File: src/rtl/pattern_detector_pkg.sv
// Shared constants and helpers for the serial pattern detector.
package pattern_detector_pkg;

  // Legal pattern lengths.
  localparam int PAT_W_MIN = 2;
  localparam int PAT_W_MAX = 32;

  // Width of the fill counter, which must hold the values 0..pat_w.
  function automatic int fill_w(input int pat_w);
    return $clog2(pat_w + 1);
  endfunction

endpackage

File: src/rtl/pattern_detector_sat.sv
// sat_counter: counter with a clear input that stops at its maximum value.
// Reset is synchronous and active-low. Clear takes priority over increment.
module sat_counter #(
  parameter int WIDTH = 8
) (
  input  logic             clk,
  input  logic             rst,
  input  logic             inc,
  input  logic             clr,
  output logic [WIDTH-1:0] cnt
);

  localparam logic [WIDTH-1:0] CNT_MAX = '1;

  logic [WIDTH-1:0] cnt_q;
  logic [WIDTH-1:0] cnt_d;

  // Next count: clear first, then increment only while below the maximum.
  always_comb begin
    cnt_d = cnt_q;
    if (clr) begin
      cnt_d = '0;
    end else if (inc && (cnt_q != CNT_MAX)) begin
      cnt_d = cnt_q + 1'b1;
    end
  end

  // Count register with synchronous active-low reset.
  always_ff @(posedge clk) begin
    if (!rst) begin
      cnt_q <= '0;
    end else begin
      cnt_q <= cnt_d;
    end
  end

  assign cnt = cnt_q;

endmodule

File: src/rtl/pattern_detector.sv
// pattern_detector: serial bit-pattern matcher with a registered match pulse.
// A match is declared when the last PAT_W valid bits equal PATTERN (the
// first-received bit is the MSB) and at least PAT_W bits have been collected
// since reset (or since the previous match when OVERLAP=0).
// Build option: define PATTERN_DETECTOR_CNT_EN to get a saturating hit
// counter on hit_cnt; without it hit_cnt is tied to 0 and cnt_clr is unused.
module pattern_detector
  import pattern_detector_pkg::*;
#(
  parameter int                   PAT_W   = 4,
  parameter logic [PAT_W_MAX-1:0] PATTERN = 4'b1011,
  parameter int                   OVERLAP = 1,
  parameter int                   CNT_W   = 8
) (
  input  logic             clk,
  input  logic             rst,
  input  logic             a,
  input  logic             a_valid,
  input  logic             cnt_clr,
  output logic             w,
  output logic [CNT_W-1:0] hit_cnt
);

  localparam int               FILL_W    = fill_w(PAT_W);
  localparam logic [FILL_W-1:0] FILL_FULL = FILL_W'(PAT_W);
  localparam logic [PAT_W-1:0] PAT       = PATTERN[PAT_W-1:0];

  // Elaboration-time parameter checks.
  if ((PAT_W < PAT_W_MIN) || (PAT_W > PAT_W_MAX)) begin : g_bad_pat_w
    $error("pattern_detector: PAT_W=%0d outside %0d..%0d", PAT_W, PAT_W_MIN, PAT_W_MAX);
  end
  if ((PATTERN >> PAT_W) != '0) begin : g_bad_pattern
    $error("pattern_detector: PATTERN does not fit in PAT_W=%0d bits", PAT_W);
  end

  logic [PAT_W-1:0]  hist_q;
  logic [PAT_W-1:0]  hist_d;
  logic [FILL_W-1:0] fill_q;
  logic [FILL_W-1:0] fill_d;
  logic [FILL_W-1:0] fill_inc;
  logic              w_q;
  logic              w_d;
  logic              match;

  // Shift in valid bits, track how many bits count toward a match, detect.
  always_comb begin
    hist_d   = hist_q;
    fill_d   = fill_q;
    fill_inc = fill_q;
    match    = 1'b0;
    if (a_valid) begin
      hist_d   = {hist_q[PAT_W-2:0], a};
      fill_inc = (fill_q == FILL_FULL) ? fill_q : fill_q + 1'b1;
      match    = (hist_d == PAT) && (fill_inc == FILL_FULL);
      // Non-overlapping mode starts collecting a fresh PAT_W bits after a hit.
      fill_d   = (match && (OVERLAP == 0)) ? '0 : fill_inc;
    end
    w_d = match;
  end

  // History, fill and match-pulse registers; reset discards any partial pattern.
  always_ff @(posedge clk) begin
    if (!rst) begin
      hist_q <= '0;
      fill_q <= '0;
      w_q    <= 1'b0;
    end else begin
      hist_q <= hist_d;
      fill_q <= fill_d;
      w_q    <= w_d;
    end
  end

  assign w = w_q;

`ifdef PATTERN_DETECTOR_CNT_EN
  sat_counter #(
    .WIDTH (CNT_W)
  ) u_hit_cnt (
    .clk (clk),
    .rst (rst),
    .inc (match),
    .clr (cnt_clr),
    .cnt (hit_cnt)
  );
`else
  logic unused_cnt_clr;
  assign unused_cnt_clr = cnt_clr;
  assign hit_cnt        = '0;
`endif

endmodule

File: config.mk
export PLATFORM = sky130hd
export DESIGN_NAME = pattern_detector
export DESIGN_NICKNAME = d
export VERILOG_FILES = /design/src/rtl/pattern_detector_pkg.sv /design/src/rtl/pattern_detector_sat.sv /design/src/rtl/pattern_detector.sv
export SDC_FILE = /design/constraint.sdc
export NUM_CORES = 1
export LEC_CHECK = 0
export CAP_MARGIN = 20
export CORE_AREA = 4 4 41 43
export DETAILED_ROUTE_END_ITERATION = 10
export DIE_AREA = 0 0 45 47
export MAX_ROUTING_LAYER = met4
export PLACE_DENSITY = 0.54
export RECOVER_POWER = 50
export SKIP_CTS_REPAIR_TIMING = 1
export SYNTH_ARGS = -nofsm -noshare
export SYNTH_HDL_FRONTEND = slang
export SYNTH_HIERARCHICAL = 1
export SYNTH_SLANG_ARGS = --single-unit
File: constraint.sdc
create_clock -name clk -period 3.5 [get_ports clk]
set_input_delay 0.525 -clock clk [delete_from_list [all_inputs] [get_ports clk]]
set_output_delay 0.525 -clock clk [all_outputs]
set_load 0.05 [all_outputs]
==> impl_metrics.csv, run 1 <==
group,metric,value,unit
worst_setup_path,r2r-end,"w",
detailed_routing,drc,0,
yosys,synth_seq_area_share,0.3478,
cts,clockBufferDepth,2,
yosys,synth_seq_cells,7,
final_layout,mostFrequentLayoutCells,"conb_1, dfxtp_1, mux2i_1, nor2b_1",
worst_setup_path,slowest_delay,0.79,ns
worst_setup_path,crit_arrival,1.34,ns
final_layout,finalInstanceArea,449.2,µm²
yosys,synth_cell_types,20,
worst_hold_path,hold-path-cell-count,2,
worst_setup_path,r2r-start,"fill_q[0]",
timing,fin_skew,0.006580,ns
global_routing,grt_pass1_wl,972,µm
place,dp_hpwl,451.4,µm
detailed_routing,antenna_left,0,
timing,post-route-worst-setup-slack,1.635,ns
worst_hold_path,hold_class,"flip-flop to flip-flop",
place,place_area,422.9,µm²
detailed_routing,routed_via_density,4.371,
yosys,ys_warn_count,6,
detailed_routing,dr_wl_met3,65,µm
timing,rsz0062_at_grt,"false",
global_routing,grt.overflow.total,0,
worst_setup_path,cp_slowest_cell,"clkdlybuf4s50_1",
detailed_routing,vias,271,
timing,fin_crit,1.865,ns
final_layout,post_route_cells_drive_above_1_share,0.1277,
cts,path_clk_slew,0.06,ns
cts,clock_latency,0.25,ns
die,core,0.001301,mm²
worst_setup_path,rr_worst_depth,5,
worst_setup_path,worst-path-max-fanout,1,
detailed_routing,wl_met1,240,µm
cts,cts_made_buffers,3,
yosys,synthCells,41,
worst_setup_path,cp_num_buf_inv,1,
die,rows,13,
die,die_w,45,µm
timing,finalSetupViolCount,0,
flow_run,maxCapViolCount,0,
place,port_buffers,4,
power,power.density,455.7,mW/mm²
cts,cts_tree,"built",
final_layout,n_antenna_cell,0,
outcome,status,"finished, final reports clean",
worst_hold_path,min_from,"hist_q[0]",
detailed_routing,wl_per_cell,9.274,µm
final_layout,layoutNonFillerInstCount,62,
worst_setup_path,cp-start-kind,"flip-flop",
place,post-place-cells,58,
timing,post-route-period-util,0.5329,
worst_setup_path,end_kind,"output port",
worst_setup_path,critical-path-top-delay-family,"buffers and inverters",
timing,hold_viol_final,0,
worst_setup_path,rrSetupSlack,2.06,ns
yosys,avgSynthCellArea,9.826,µm²
cts,h-tree-depth,1,
detailed_routing,dr.max_layer_used,"met3",
global_routing,antenna_found_initial,0,
final_layout,num-nets-final,55,
timing,report.final.slew_viol_count,0,
global_routing,grt_max_degree,9,
global_routing,gr-usage-all-layers,0.07195,
timing,fmax,536.2,MHz
power,ir_drop,0.1918,mV
power,p_leak,0.0001892,µW
die,pin_count,14,
detailed_routing,drtPass1Iterations,4,
final_layout,final_common_cell,"conb_1",
global_routing,grt_pass1_vias,230,
cts,root_buffer,"clkbuf_4",
worst_setup_path,crit_path_cell_trace,"clkdlybuf4s50_1",
yosys,syn_area,402.9,µm²
place,place_congestion,0.6115,
die,initial_core_util,0.3096,
final_layout,area_growth,11.49,%
cts,cts_sinks,7,
worst_setup_path,required,2.97,ns
worst_hold_path,whs_endpoint,"w",
detailed_routing,drtIter0Drc,9,
worst_setup_path,crit_type,"flip-flop to output port",
detailed_routing,route.met2.wl,269,µm
place,pre_cts_slack,1.703,ns
detailed_routing,drt_wl_total,575,µm
die,die-area,0.002115,mm²
die,die_h,47,µm
timing,finalSetupTns,0,ns
## flip-flops by register name (all words and copies together) (netlist names)
signal,flops
hist_q,3
w,1
fill_q,3
## logic make-up after synthesis
kind of cell,Yosys count,synth area share
simple gates,11,0.1988
other cells,1,0.009308
mux,4,0.09938
fa+ha+maj,2,0.06210
xor+xnor,1,0.02174
compound gates,4,0.08074
flops,7,0.3478
buf+inv,11,0.1801
## synth_stat cells
| cell | instances | area [µm²] |
|---|---|---|
| buf_4 | 8 | 60.06 |
| nand4_1 | 1 | 6.260 |
| mux2i_1 | 4 | 40.04 |
| a311oi_2 | 1 | 15.01 |
| inv_1 | 1 | 3.750 |
| and4b_1 | 1 | 10.01 |
| or3_4 | 1 | 11.26 |
| conb_1 | 1 | 3.750 |
| ha_1 | 2 | 25.02 |
| dfxtp_1 | 7 | 140.1 |
| inv_2 | 1 | 3.750 |
| a21oi_1 | 2 | 10.01 |
| xnor2_1 | 1 | 8.760 |
| and2_1 | 1 | 6.260 |
| nor4bb_1 | 1 | 10.01 |
| nand2_1 | 1 | 3.750 |
| nor3b_1 | 1 | 7.510 |
| a21boi_1 | 1 | 7.510 |
| buf_2 | 1 | 5.000 |
| nor2b_1 | 4 | 25.02 |
## stage by stage
step | hold slack, ns | util | total power [µW]
after floorplan | 0.4588 | - | 133.3
after global placement | 0.4977 | 0.3250 | 132.9
after detailed placement | 0.5066 | 0.3250 | 133.1
after CTS | 0.5031 | 0.3452 | 210.5
after global routing | 0.5142 | 0.3452 | 217.4
final | 0.4990 | 0.3452 | 204.7
## routing by layer
layer | track usage | vias up
li1 | - | 135
met1 | 0.06865 | 125
met2 | 0.1017 | 11
met3 | 0.06130 | 0
met4 | 0.03509 | 0
met5 | - | -
## where the power goes
part / leakage, µW / switching (µW) / internal (µW)
registers: 0.0000571 / 3.16 / 83.7
logic: 0.000117 / 30.2 / 13.9
clock network: 0.0000150 / 30.1 / 43.5
## area by class of cell
class                      instances  area (µm²)
clock buffer                       4       26.28
inverter                           2       7.507
fill                             153       852.1
timing repair buffer               4       40.04
sequential                         7       140.1
multi-input combinational         30       216.5
tap                               15       18.77
## how the worst max path moves through the flow
stage | startpoint | depth (start not counted) | to | slack (ns)
global route | w | 1 | w | 1.57
floorplan | fill_q[0] | 5 | w | 2.18
CTS | w | 1 | w | 1.62
finish | w | 1 | w | 1.63
detailed placement | rst | 4 | w | 1.70
global placement | a_valid | 4 | fill_q[0] | 1.71
(Power assumes the default switching activity.)
==> run 2, diff against run 1 <==
==> constraint.sdc (replaced) <==
create_clock -name clk -period 1.9 [get_ports clk]
set_input_delay 0.285 -clock clk [delete_from_list [all_inputs] [get_ports clk]]
set_output_delay 0.285 -clock clk [all_outputs]
set_load 0.05 [all_outputs]
==> run 2 against run 1 <==
Combinational power rose by 85%. Clock-buffer cell count is the same. Critical path depth is the same. Setup slack worse by 1.4 ns. Global-route usage rose by 0.49 points. Sequential cell count unchanged. Cell area rose by 0.84%. Sequential share of layout area is 0.26 points lower. Highest routed layer is now met4. Utilization is 0.29 points higher.
==> impl_metrics.csv, run 2 (synthesis results as in run 1) <==
group,metric,value,unit
final_layout,fillerInstances,153,
timing,hold_slack,0.5015,ns
timing,finalSetupTns,0,ns
worst_setup_path,rr_worst_depth,5,
detailed_routing,wl_met1,245,µm
place,place_congestion,0.6243,
final_layout,post_route_cells_drive_above_1_share,0.1042,
final_layout,area_growth,12.42,%
cts,cts_sinks,7,
detailed_routing,drt_wl_total,606,µm
cts,root_buffer,"clkbuf_4",
die,die_h,47,µm
global_routing,grt_max_degree,8,
die,rows,13,
worst_setup_path,slowest_delay,0.79,ns
detailed_routing,vias,267,
global_routing,antenna_found_initial,0,
detailed_routing,wl_per_cell,9.619,µm
power,ir_drop,0.3978,mV
timing,fmax,615.1,MHz
worst_setup_path,crit_path_cell_trace,"clkdlybuf4s50_1",
cts,h-tree-depth,1,
timing,post-route-period-util,0.8557,
outcome,status,"finished, final reports clean",
die,initial_core_util,0.3096,
detailed_routing,antenna_left,0,
die,die_w,45,µm
place,dp_hpwl,496,µm
worst_setup_path,cp_num_buf_inv,1,
place,post-place-cells,59,
final_layout,n_antenna_cell,0,
global_routing,grt_pass1_vias,249,
cts,clock_latency,0.25,ns
die,pin_count,14,
detailed_routing,routed_via_density,4.238,
detailed_routing,drtPass1Iterations,2,
worst_hold_path,hold-path-cell-count,2,
worst_setup_path,end_kind,"output port",
final_layout,final_common_cell,"conb_1",
global_routing,gr-usage-all-layers,0.07686,
worst_hold_path,min_from,"hist_q[0]",
worst_setup_path,cp_slowest_cell,"clkdlybuf4s50_1",
power,power.density,831.5,mW/mm²
die,die-area,0.002115,mm²
timing,hold_viol_final,0,
power,p_sw,116.4,µW
die,core,0.001301,mm²
worst_setup_path,r2r-start,"fill_q[0]",
flow_run,maxCapViolCount,0,
worst_setup_path,required,1.62,ns
final_layout,layoutNonFillerInstCount,63,
final_layout,mostFrequentLayoutCells,"conb_1, dfxtp_1, mux2i_1, nor2b_1",
power,comb_power_share,0.217,
detailed_routing,route.met2.wl,280,µm
global_routing,grt.overflow.total,0,
detailed_routing,dr.max_layer_used,"met4",
worst_hold_path,whs_endpoint,"w",
worst_setup_path,worst-path-max-fanout,1,
timing,fin_crit,1.626,ns
timing,finalSetupViolCount,0,
cts,clockBufferDepth,2,
worst_setup_path,cp-start-kind,"flip-flop",
worst_hold_path,hold_class,"flip-flop to flip-flop",
timing,report.final.slew_viol_count,0,
timing,rsz0062_at_grt,"false",
power,seqPwrFrac,0.425,
timing,fin_skew,0.002439,ns
power,internal_power,260.2,µW
cts,cts_tree,"built",
power,p_clk_frac,0.358,
detailed_routing,dr_wl_met3,70,µm
power,p_leak,0.0001907,µW
final_layout,num-nets-final,56,
worst_setup_path,r2r-end,"w",
detailed_routing,drc,0,
global_routing,grt_pass1_wl,979,µm
worst_setup_path,crit_arrival,1.34,ns
worst_setup_path,crit_type,"flip-flop to output port",
cts,path_clk_slew,0.05,ns
worst_setup_path,critical-path-top-delay-family,"buffers and inverters",
worst_setup_path,rrSetupSlack,0.43,ns
cts,cts_made_buffers,3,
place,port_buffers,4,
detailed_routing,drtIter0Drc,2,
worst_setup_path,cp.depth,1,
power,netSwitchingFraction,0.3091,
-- run 2: cell types whose count changed in the layout (fill, tap and decap cells not counted) --
cell	change
clkbuf_1	+1
inv_1	+1
inv_2	-1
-- run 2: cell type report --
type	count	area, µm²	area share
clock buffer	4	26.28	0.05801
inverter	2	7.507	0.01657
multi-input combinational	30	216.5	0.4779
sequential	7	140.1	0.3094
tap	15	18.77	0.04144
timing repair buffer	5	43.79	0.09669
-- run 2: how the worst max path moves through the flow --
stage	start	end	slack [ns]
final	w	w	0.27
after global routing	w	w	0.22
after CTS	w	w	0.26
after detailed placement	rst	w	0.35
after global placement	rst	w	0.38
after floorplan	fill_q[0]	w	0.58
-- run 2: worst reg2reg max path: cells and delay by family, from the launching register on --
family / cells / cell delay [ns]
AOI/OAI and AO/OA: 1 / 0.20
and+or+nand+nor: 2 / 0.40
DFF: 1 / 0.36
buffers and inverters: 1 / 0.10
adders and majority gates: 1 / 0.32
-- run 2: per-layer routing --
| layer | GRT usage | vias up |
|---|---|---|
| met5 | - | - |
| met4 | 0.05263 | 0 |
| met3 | 0.06897 | 2 |
| met2 | 0.1102 | 12 |
| met1 | 0.06407 | 117 |
| li1 | - | 136 |
-- run 2: metrics by stage --
| step | util | cell area, µm² | power (µW) | setup slack, ns |
|---|---|---|---|---|
| after CTS | 0.3510 | 456.7 | 384.9 | 0.2580 |
| final | 0.3481 | 452.9 | 376.6 | 0.2741 |
| after floorplan | - | 429.2 | 245.5 | 0.5807 |
| after global routing | 0.3481 | 452.9 | 408.7 | 0.2237 |
| after detailed placement | 0.3308 | 430.4 | 247.4 | 0.3491 |
| after global placement | 0.3308 | 430.4 | 246.5 | 0.3763 |
-- run 2: power by group through the flow --
stage	registers, µW	logic [µW]	clock network, µW
after global routing	161	87.6	160
after detailed placement	163	84.0	0
after CTS	160	84.0	141
after floorplan	162	83.6	0
after global placement	163	83.2	0
final	160	81.7	135
